## src/rtl/sequenciador_multiciclo_if.sv

```systemverilog
// Control bundle between the nrisc multicycle sequencer and its datapath.
// master = sequencer side (drives strobes), slave = datapath/memory side.
interface sequenciador_multiciclo_if;
    logic [7:0]  instr;
    logic        mem_pronta;
    logic        zero;
    logic        MemRead;
    logic        MemWrite;
    logic        EscIR;
    logic        EscPC;
    logic        PCsrc;
    logic        EscReg;
    logic        MemParaReg;
    logic        ULAsrcB;
    logic [1:0]  ULAOp;
    logic        Slt;
    logic        halt;
    logic        erro;
    logic [2:0]  estado;
    logic [15:0] contador_instr;

    modport master (
        input  instr, mem_pronta, zero,
        output MemRead, MemWrite, EscIR, EscPC, PCsrc, EscReg, MemParaReg,
               ULAsrcB, ULAOp, Slt, halt, erro, estado, contador_instr
    );

    modport slave (
        output instr, mem_pronta, zero,
        input  MemRead, MemWrite, EscIR, EscPC, PCsrc, EscReg, MemParaReg,
               ULAsrcB, ULAOp, Slt, halt, erro, estado, contador_instr
    );
endinterface

```

## src/rtl/sequenciador_multiciclo.sv

```systemverilog
// nrisc multicycle sequencer: fetch/decode/exec/mem/writeback FSM with
// memory ready/timeout handshake, sticky halt/error and retired count.
module sequenciador_multiciclo #(
    parameter int unsigned TIMEOUT = 15
) (
    input logic                      clk,
    input logic                      rst_n,
    sequenciador_multiciclo_if.master bus
);
    typedef enum logic [2:0] {
        INICIO = 3'd0, BUSCA = 3'd1, DECOD = 3'd2, EXEC = 3'd3,
        MEM    = 3'd4, ESCR  = 3'd5, HALT  = 3'd6, ERRO = 3'd7
    } estado_t;

    // Last allowed wait count; one more idle cycle trips the error.
    localparam logic [7:0] LIMITE = 8'(TIMEOUT - 1);

    estado_t     estado_q, estado_d;
    logic [2:0]  op_q, op_d;
    logic [1:0]  funct_q, funct_d;
    logic [7:0]  espera_q, espera_d;
    logic [15:0] contador_q, contador_d;

    logic       retira, ctrl_en;
    logic       mem_rd, mem_wr, esc_ir, esc_pc, pc_src, esc_reg, mem_p_reg;
    logic       ula_src_b, slt_sel;
    logic [1:0] ula_op;
    logic       is_load, is_store, is_beq;

    // Register field bits the sequencer never looks at.
    logic unused_instr;
    assign unused_instr = ^bus.instr[4:2];

    assign is_load  = (op_q == 3'b010);
    assign is_store = (op_q == 3'b011);
    assign is_beq   = (op_q == 3'b111);

    // ULA controls per latched instruction; gated to EXEC/MEM/ESCR below.
    always_comb begin
        ula_op    = 2'b00;
        ula_src_b = 1'b0;
        slt_sel   = 1'b0;
        case (op_q)
            3'b001, 3'b010, 3'b011: ula_src_b = 1'b1;
            3'b100, 3'b101: begin
                ula_op  = 2'b01;
                slt_sel = 1'b1;
            end
            3'b110: begin
                case (funct_q)
                    2'b00: ula_op = 2'b01;
                    2'b01: ula_op = 2'b10;
                    2'b10: begin
                        ula_op    = 2'b11;
                        ula_src_b = 1'b1;
                    end
                    default: ula_op = 2'b00;
                endcase
            end
            3'b111: ula_op = 2'b01;
            default: ula_op = 2'b00;
        endcase
    end

    // Next-state, strobes, wait counter and retire pulse.
    always_comb begin
        estado_d  = estado_q;
        op_d      = op_q;
        funct_d   = funct_q;
        espera_d  = 8'd0;
        retira    = 1'b0;
        ctrl_en   = 1'b0;
        mem_rd    = 1'b0;
        mem_wr    = 1'b0;
        esc_ir    = 1'b0;
        esc_pc    = 1'b0;
        pc_src    = 1'b0;
        esc_reg   = 1'b0;
        mem_p_reg = 1'b0;
        case (estado_q)
            INICIO: estado_d = BUSCA;
            BUSCA: begin
                mem_rd = 1'b1;
                if (bus.mem_pronta) begin
                    esc_ir   = 1'b1;
                    esc_pc   = 1'b1;
                    estado_d = DECOD;
                end else if (espera_q == LIMITE) begin
                    estado_d = ERRO;
                end else begin
                    espera_d = espera_q + 8'd1;
                end
            end
            DECOD: begin
                op_d    = bus.instr[7:5];
                funct_d = bus.instr[1:0];
                if (bus.instr[7:5] == 3'b110 && bus.instr[1:0] == 2'b11) begin
                    estado_d = HALT;
                    retira   = 1'b1;
                end else begin
                    estado_d = EXEC;
                end
            end
            EXEC: begin
                ctrl_en = 1'b1;
                if (is_load || is_store) begin
                    estado_d = MEM;
                end else if (is_beq) begin
                    esc_pc   = bus.zero;
                    pc_src   = bus.zero;
                    estado_d = BUSCA;
                    retira   = 1'b1;
                end else begin
                    estado_d = ESCR;
                end
            end
            MEM: begin
                ctrl_en = 1'b1;
                mem_rd  = is_load;
                mem_wr  = !is_load;
                if (bus.mem_pronta) begin
                    estado_d = is_load ? ESCR : BUSCA;
                    retira   = !is_load;
                end else if (espera_q == LIMITE) begin
                    estado_d = ERRO;
                end else begin
                    espera_d = espera_q + 8'd1;
                end
            end
            ESCR: begin
                ctrl_en   = 1'b1;
                esc_reg   = 1'b1;
                mem_p_reg = is_load;
                estado_d  = BUSCA;
                retira    = 1'b1;
            end
            default: estado_d = estado_q;   // HALT, ERRO: wait for reset
        endcase
        contador_d = contador_q + 16'(retira);
    end

    // State, latched opcode, wait and retired counters.
    always_ff @(posedge clk or negedge rst_n) begin
        if (!rst_n) begin
            estado_q   <= INICIO;
            op_q       <= 3'd0;
            funct_q    <= 2'd0;
            espera_q   <= 8'd0;
            contador_q <= 16'd0;
        end else begin
            estado_q   <= estado_d;
            op_q       <= op_d;
            funct_q    <= funct_d;
            espera_q   <= espera_d;
            contador_q <= contador_d;
        end
    end

    assign bus.MemRead        = mem_rd;
    assign bus.MemWrite       = mem_wr;
    assign bus.EscIR          = esc_ir;
    assign bus.EscPC          = esc_pc;
    assign bus.PCsrc          = pc_src;
    assign bus.EscReg         = esc_reg;
    assign bus.MemParaReg     = mem_p_reg;
    assign bus.ULAsrcB        = ctrl_en & ula_src_b;
    assign bus.ULAOp          = ctrl_en ? ula_op : 2'b00;
    assign bus.Slt            = ctrl_en & slt_sel;
    assign bus.halt           = (estado_q == HALT);
    assign bus.erro           = (estado_q == ERRO);
    assign bus.estado         = estado_q;
    assign bus.contador_instr = contador_q;
endmodule

```

## src/flat_wrapper.sv

```systemverilog
// flat-port wrapper written by rule: the top's interface ports become plain ports
module sequenciador_multiciclo_flat 
#(
    parameter int unsigned TIMEOUT = 15
)
  (clk, rst_n, bus_instr, bus_mem_pronta, bus_zero, bus_MemRead, bus_MemWrite, bus_EscIR, bus_EscPC, bus_PCsrc, bus_EscReg, bus_MemParaReg, bus_ULAsrcB, bus_ULAOp, bus_Slt, bus_halt, bus_erro, bus_estado, bus_contador_instr);
  sequenciador_multiciclo_if bus_i ();
  input logic clk;
  input logic rst_n;
  input wire logic [$bits(bus_i.instr)-1:0] bus_instr;
  input wire logic [$bits(bus_i.mem_pronta)-1:0] bus_mem_pronta;
  input wire logic [$bits(bus_i.zero)-1:0] bus_zero;
  output wire logic [$bits(bus_i.MemRead)-1:0] bus_MemRead;
  output wire logic [$bits(bus_i.MemWrite)-1:0] bus_MemWrite;
  output wire logic [$bits(bus_i.EscIR)-1:0] bus_EscIR;
  output wire logic [$bits(bus_i.EscPC)-1:0] bus_EscPC;
  output wire logic [$bits(bus_i.PCsrc)-1:0] bus_PCsrc;
  output wire logic [$bits(bus_i.EscReg)-1:0] bus_EscReg;
  output wire logic [$bits(bus_i.MemParaReg)-1:0] bus_MemParaReg;
  output wire logic [$bits(bus_i.ULAsrcB)-1:0] bus_ULAsrcB;
  output wire logic [$bits(bus_i.ULAOp)-1:0] bus_ULAOp;
  output wire logic [$bits(bus_i.Slt)-1:0] bus_Slt;
  output wire logic [$bits(bus_i.halt)-1:0] bus_halt;
  output wire logic [$bits(bus_i.erro)-1:0] bus_erro;
  output wire logic [$bits(bus_i.estado)-1:0] bus_estado;
  output wire logic [$bits(bus_i.contador_instr)-1:0] bus_contador_instr;
  assign bus_i.instr = bus_instr;
  assign bus_i.mem_pronta = bus_mem_pronta;
  assign bus_i.zero = bus_zero;
  assign bus_MemRead = bus_i.MemRead;
  assign bus_MemWrite = bus_i.MemWrite;
  assign bus_EscIR = bus_i.EscIR;
  assign bus_EscPC = bus_i.EscPC;
  assign bus_PCsrc = bus_i.PCsrc;
  assign bus_EscReg = bus_i.EscReg;
  assign bus_MemParaReg = bus_i.MemParaReg;
  assign bus_ULAsrcB = bus_i.ULAsrcB;
  assign bus_ULAOp = bus_i.ULAOp;
  assign bus_Slt = bus_i.Slt;
  assign bus_halt = bus_i.halt;
  assign bus_erro = bus_i.erro;
  assign bus_estado = bus_i.estado;
  assign bus_contador_instr = bus_i.contador_instr;
  sequenciador_multiciclo #(.TIMEOUT(TIMEOUT)) u_core (.clk(clk), .rst_n(rst_n), .bus(bus_i));
endmodule
```

## config.mk

```make
export PLATFORM = sky130hd
export DESIGN_NAME = sequenciador_multiciclo_flat
export DESIGN_NICKNAME = d
export VERILOG_FILES = /design/src/rtl/sequenciador_multiciclo_if.sv /design/src/rtl/sequenciador_multiciclo.sv /design/src/flat_wrapper.sv
export SDC_FILE = /design/constraint.sdc
export NUM_CORES = 1
export LEC_CHECK = 0
export ABC_AREA = 0
export CAP_MARGIN = 30
export CORE_UTILIZATION = 30
export CTS_BUF_LIST = sky130_fd_sc_hd__clkbuf_16
export DETAILED_ROUTE_END_ITERATION = 8
export DONT_BUFFER_PORTS = 1
export HOLD_SLACK_MARGIN = 0.06
export SLEW_MARGIN = 20
export SYNTH_ARGS = -nofsm -noshare
export SYNTH_HDL_FRONTEND = slang
export SYNTH_SLANG_ARGS = --single-unit
```

## constraint.sdc

```tcl
create_clock -name clk -period 3 [get_ports clk]
set_clock_uncertainty 0.15 [all_clocks]
set_input_delay 0.15 -clock clk [delete_from_list [all_inputs] [get_ports clk]]
set_output_delay 0.15 -clock clk [all_outputs]
set_load 0.05 [all_outputs]
```

; After elaboration in Yosys (flattened, before gate mapping)
; Cells that the tools add are included.
[word_totals]
regBits = 32
inputBits = 12
word_cells = 73
[op_classes]
addsub = 2
eq_ne = 19
mux = 33
bitwise_logic = 2
n_reduce_logical = 12
[op_table]
columns = op, count
row1 = "3-bit == test, second input constant", 9
row2 = 8-bit 2-to-1 mux, 3
row3 = 3-bit 2-to-1 mux, 7
row4 = 16-bit by 1-bit adder with 16-bit output, 1
row5 = 1-bit 2-to-1 mux, 15
row6 = 3-bit case mux with 5 select lines, 1
row7 = "3-bit by 2-bit == test with 1-bit output, second input constant", 4
row8 = 3-bit OR reduction, 3
row9 = "8-bit by 1-bit adder with 8-bit output, second input constant", 1
row10 = "8-bit by 4-bit == test with 1-bit output, second input constant", 1
row11 = "3-bit by 1-bit == test with 1-bit output, second input constant", 2
row12 = 1-bit case mux with 2 select lines, 3
row13 = 2-bit case mux with 3 select lines, 1
row14 = 2-bit OR reduction, 3
row15 = 5-bit nonzero test, 1
row16 = "2-bit == test, second input constant", 2
row17 = 1-bit case mux with 4 select lines, 1
row18 = 2-bit case mux with 2 select lines, 1
row19 = 3-bit logical NOT, 1
row20 = 1-bit AND, 2
row21 = "2-bit by 1-bit == test with 1-bit output, second input constant", 1
row22 = 2-bit logical NOT, 1
row23 = 2-bit 2-to-1 mux, 1
row24 = 1-bit logical AND, 1
row25 = 2 further kinds, 2

; Longest topological paths before layout
[depth]
depth_word = 5
depth_mapped = 11
ltp_nobuf = 9

; Least setup slack after synthesis
; Ideal clock, no wire load.
[synth_path]
kind = register to output
startpoint = reg u_core.estado_q[0] (netlist: u_core.bus.estado[0])
endpoint = out bus_EscPC
t_arrival_ns = 2.643
required_time_ns = 2.700
slack_ns = 0.057
path_stages_with_launch = 5
path_buffers = 1
cell_sequence = dfrtp_1 > buf_4 > nand3b_1 > nor3_1 > or2_2
[synth_via]
elab_chain_len = 2
word_cells_on_any_way = 3
classes_between = eq/ne (2) / mux (1)
[synth_rtl]
columns = item, line
row1 = "start, declared", sequenciador_multiciclo.sv:18  ; estado_t estado_q, estado_d;
row2 = "start signal, assigned", sequenciador_multiciclo.sv:151  ; estado_q <= estado_d;
row3 = 3-bit by 2-bit == test with 1-bit output or 3-bit by 1-bit == test with 1-bit output (tied branches), sequenciador_multiciclo.sv:80  ; case (estado_q)
row4 = 1-bit case mux with 2 select lines (*), sequenciador_multiciclo.sv:80
row5 = "end, declared", flat_wrapper.sv:16  ; output wire logic [$bits(bus_i.EscPC)-1:0] bus_EscPC;
; Mark *: on every way between the ends. The rest lies on a longest branch, timed or not.

; Worst setup path in the final report
[layout_path]
startpoint = reg u_core.estado_q[0] (netlist: u_core.bus.estado[0])
endpoint = reg u_core.contador_q[15] (netlist: u_core.bus.contador_instr[15])
[layout_via]
elab_chain_len = 3
word_cells_on_any_way = 6
classes_between = add/sub (1) / eq/ne (4) / mux (1)
[layout_rtl]
columns = item, line
row1 = 3-bit == test or 3-bit by 2-bit == test with 1-bit output (tied branches), sequenciador_multiciclo.sv:80
row2 = 1-bit case mux with 4 select lines (*), sequenciador_multiciclo.sv:80
row3 = 16-bit by 1-bit adder with 16-bit output (*), sequenciador_multiciclo.sv:139  ; contador_d = contador_q + 16'(retira);
row4 = net u_core.contador_d[15], sequenciador_multiciclo.sv:22  ; logic [15:0] contador_q, contador_d;
row5 = "end signal, assigned", sequenciador_multiciclo.sv:155  ; contador_q <= contador_d;
row6 = "end, declared", sequenciador_multiciclo.sv:22
; The timed path passes the listed nets; every way through them passes the cells marked *.
; A chain may end at the register's enable or synchronous reset.

==> run_results.csv <==
group,metric,value,unit
run_status,run_status,"completed",
die,core_area,0.00527,mm2
placed_design,post-place-cells,253,
synthesis,synthesis.nets,188,
power_and_ir_drop,max-vdd-ir-drop,0.461,mV
cts,clk_path_buf_depth,2,
die,die_x,76.9,um
layout,nFillCells,546,
global_route,grt_max_degree,33,
die,row_count,26,
synthesis,syn_area,0.00168,mm2
worst_hold_path,hold_path.class,"input pin to register",
timing,worst_hold_slack,56.9,ps
detailed_routing,drc,0,
cts,numCtsBuffers,5,
setup_path,path_class,"register to register",
timing,slew_headroom,60.8,%
layout,drive_gt1_share,17.1,%
synthesis,synthArstFlopShare,100,%
layout,mostFrequentLayoutCells,"dfrtp_1 (32), nor2_1 (19), buf_4 (17), nand2_1 (16), xnor2_1 (14)",
global_route,overflow,0,
synthesis,ys_ff_latch,32,
timing,setup_viol,0,
setup_path,crit_fanout,8,
global_route,antenna_found_initial,0,
cts,h-tree-depth,2,
placed_design,post-dp-hpwl,2.42,mm
global_route,grt_busiest_layer,"met2",
cts,cts-root-buf,"clkbuf_16",
power_and_ir_drop,power_density,1040,mW/mm2
timing,fin_setup_tns,0,ps
synthesis,yosys_warnings,0,
detailed_routing,via_count,1283,
detailed_routing,drt-wirelength-per-cell,12.7,um
layout,layout.cells.non_filler,269,
global_route,grt_pass1_vias,1260,
timing,fin_crit,2670,ps
cts,path_clk_slew,50,ps
cts,clock-sinks,32,
timing,timing.fmax,375,MHz
layout,area_growth,26.2,%
global_route,grt_use_met1,14.7,%
synthesis,avgSynthCellArea,9.91,um2
layout,final_common_cell,"dfrtp_1",
cts,postCtsHoldBufs,8,
global_route,use_met2,20.9,%
setup_path,startpoint_type,"register",
synthesis,post-synth-top-area-fraction,47.5,%
timing,finalMaxSlewViolations,0,
detailed_routing,drt-initial-drc-count,45,
placed_design,port_buffers,0,
die,die_h,76.9,um
synthesis,synth_flop_cell,"dfrtp_1",
synthesis,synth_edf_count,0,
cts,cts_tree,"done",
global_route,grtUsageTotal,12.9,%
die,start_util,32.0,%
placed_design,gp_congestion,0.821,
timing,finalHoldViolCount,0,
cts,cts_resized,0,
detailed_routing,detail-route-antenna-nets,0,
detailed_routing,first_pass_iters,4,
timing,grt_setup_unrepaired,"no",
layout,final_nets,216,
flow_run,max_cap_viol_count,0,
global_route,grt_first_pass_wirelength,5.88,mm
synthesis,synth_top_area_cell,"dfrtp_1",
synthesis,seq_area_frac_synth,47.5,%
die,pin_count,44,
setup_path,end_kind,"register",
synthesis,synth_cells,170,
worst_hold_path,min_path_cells,3,
setup_path,arrival,2660,ps
setup_path,cp.required,2990,ps
setup_path,reg2reg_depth,8,
global_route,met3_usage,4.76,%
layout,diodes,0,
die,dieArea,0.00592,mm2
cts,worstSkewPairLatency,280,ps
detailed_routing,vias_per_cell,4.77,
detailed_routing,routed_wl,3.43,mm
power_and_ir_drop,p_leak,0.000944,uW
timing,min_period_over_period,89.0,%
cts,post_cts_buffers,0,
timing,worst_pin_slew,587,ps
synthesis,synthTopCellsByArea,"dfrtp_1 (48%), xnor2_1 (7.3%), ha_1 (4.5%), nor2_1 (4.2%), xor2_1 (4.2%)",
synthesis,ys_types,38,
-- cell families (layout without fill, tap and decap cells) --
| logic type | after synthesis | after routing | synth area share (%) |
|---|---|---|---|
| flip-flops | 32 | 32 | 47.5 |
| AO/OA/AOI/OAI | 19 | 19 | 6.69 |
| AND/OR/NAND/NOR | 74 | 74 | 23.8 |
| buffers and inverters | 14 | 43 | 4.09 |
| adder cells (fa/ha/maj) | 6 | 6 | 4.46 |
| XOR/XNOR | 22 | 22 | 11.4 |
| multiplexers | 3 | 3 | 2.01 |
-- stage by stage --
| step | power (uW) | instance area, um2 | setup WS [ps] | util, % |
|---|---|---|---|---|
| 6_report | 2220 | 2130 | 331 | 40.3 |
| 5_1_grt | 2350 | 2130 | 98.5 | 40.3 |
| 4_1_cts | 2240 | 2130 | 325 | 40.3 |
| 3_5_place_dp | 1640 | 1870 | 344 | 35.5 |
| 3_3_place_gp | 1630 | 1870 | 377 | 35.5 |
| 2_1_floorplan | 1420 | 1680 | 57.5 | - |
-- cells in the mapped netlist, drive strengths merged (2+ instances only) --
cell / instances
nand3b: 2
nor2: 19
nor4: 2
mux2: 3
nand3: 9
xnor2: 14
nand2: 16
inv: 10
o21ai: 6
and3: 2
xor2: 8
a21oi: 6
nand4: 7
buf: 4
o22ai: 2
nand2b: 2
dfrtp: 32
nor3: 5
and2: 3
ha: 6
-- final timing paths --
check,endpoint,startpoint,slack [ps]
min in group asynchronous,u_core.espera_q[2],rst_n,170
max in group asynchronous,u_core.bus.contador_instr[0],rst_n,2360
worst max register to register,u_core.bus.contador_instr[15],u_core.bus.estado[0],330
worst min-delay path,u_core.bus.estado[0],bus_instr[5],60
worst max-delay path,u_core.bus.contador_instr[15],u_core.bus.estado[0],330
worst min register to register,u_core.espera_q[0],u_core.espera_q[0],350
-- power by group --
group          switching, uW  internal [uW]  total, uW
Sequential               195            529        725
Clock                    180            385        565
Combinational            636            291        927
-- layer usage --
layer	share of wire, %	vias to the layer above
li1	-	633
met1	46	599
met2	46	44
met3	6.0	7
met4	2.2	0
met5	0	-
-- worst max-delay path, stage by stage, from the launching register on --
cell,delay (ps)
dfrtp_1,450
nor4_1,400
o21ai_0,140
o22ai_1,250
ha_1,260
and4_1,230
and2_1,300
nand4_1,170
xnor2_1,170
-- cell type report --
type | instances | area [um2] | area share, %
Clock buffer | 5 | 125 | 5.89
Clock inverter | 3 | 37.5 | 1.77
Inverter | 10 | 37.5 | 1.77
Multi-Input combinational cell | 124 | 820 | 38.6
Sequential cell | 32 | 801 | 37.7
Tap cell | 70 | 87.6 | 4.12
Timing Repair Buffer | 25 | 218 | 10.2
-- flip-flops by register name, summed over array words and instances (netlist names) --
register                   flops
u_core.espera_q                8
u_core.funct_q                 2
u_core.op_q                    3
u_core.bus.estado              3
u_core.bus.contador_instr     16
Note: power is estimated with default switching activity, not from simulation.
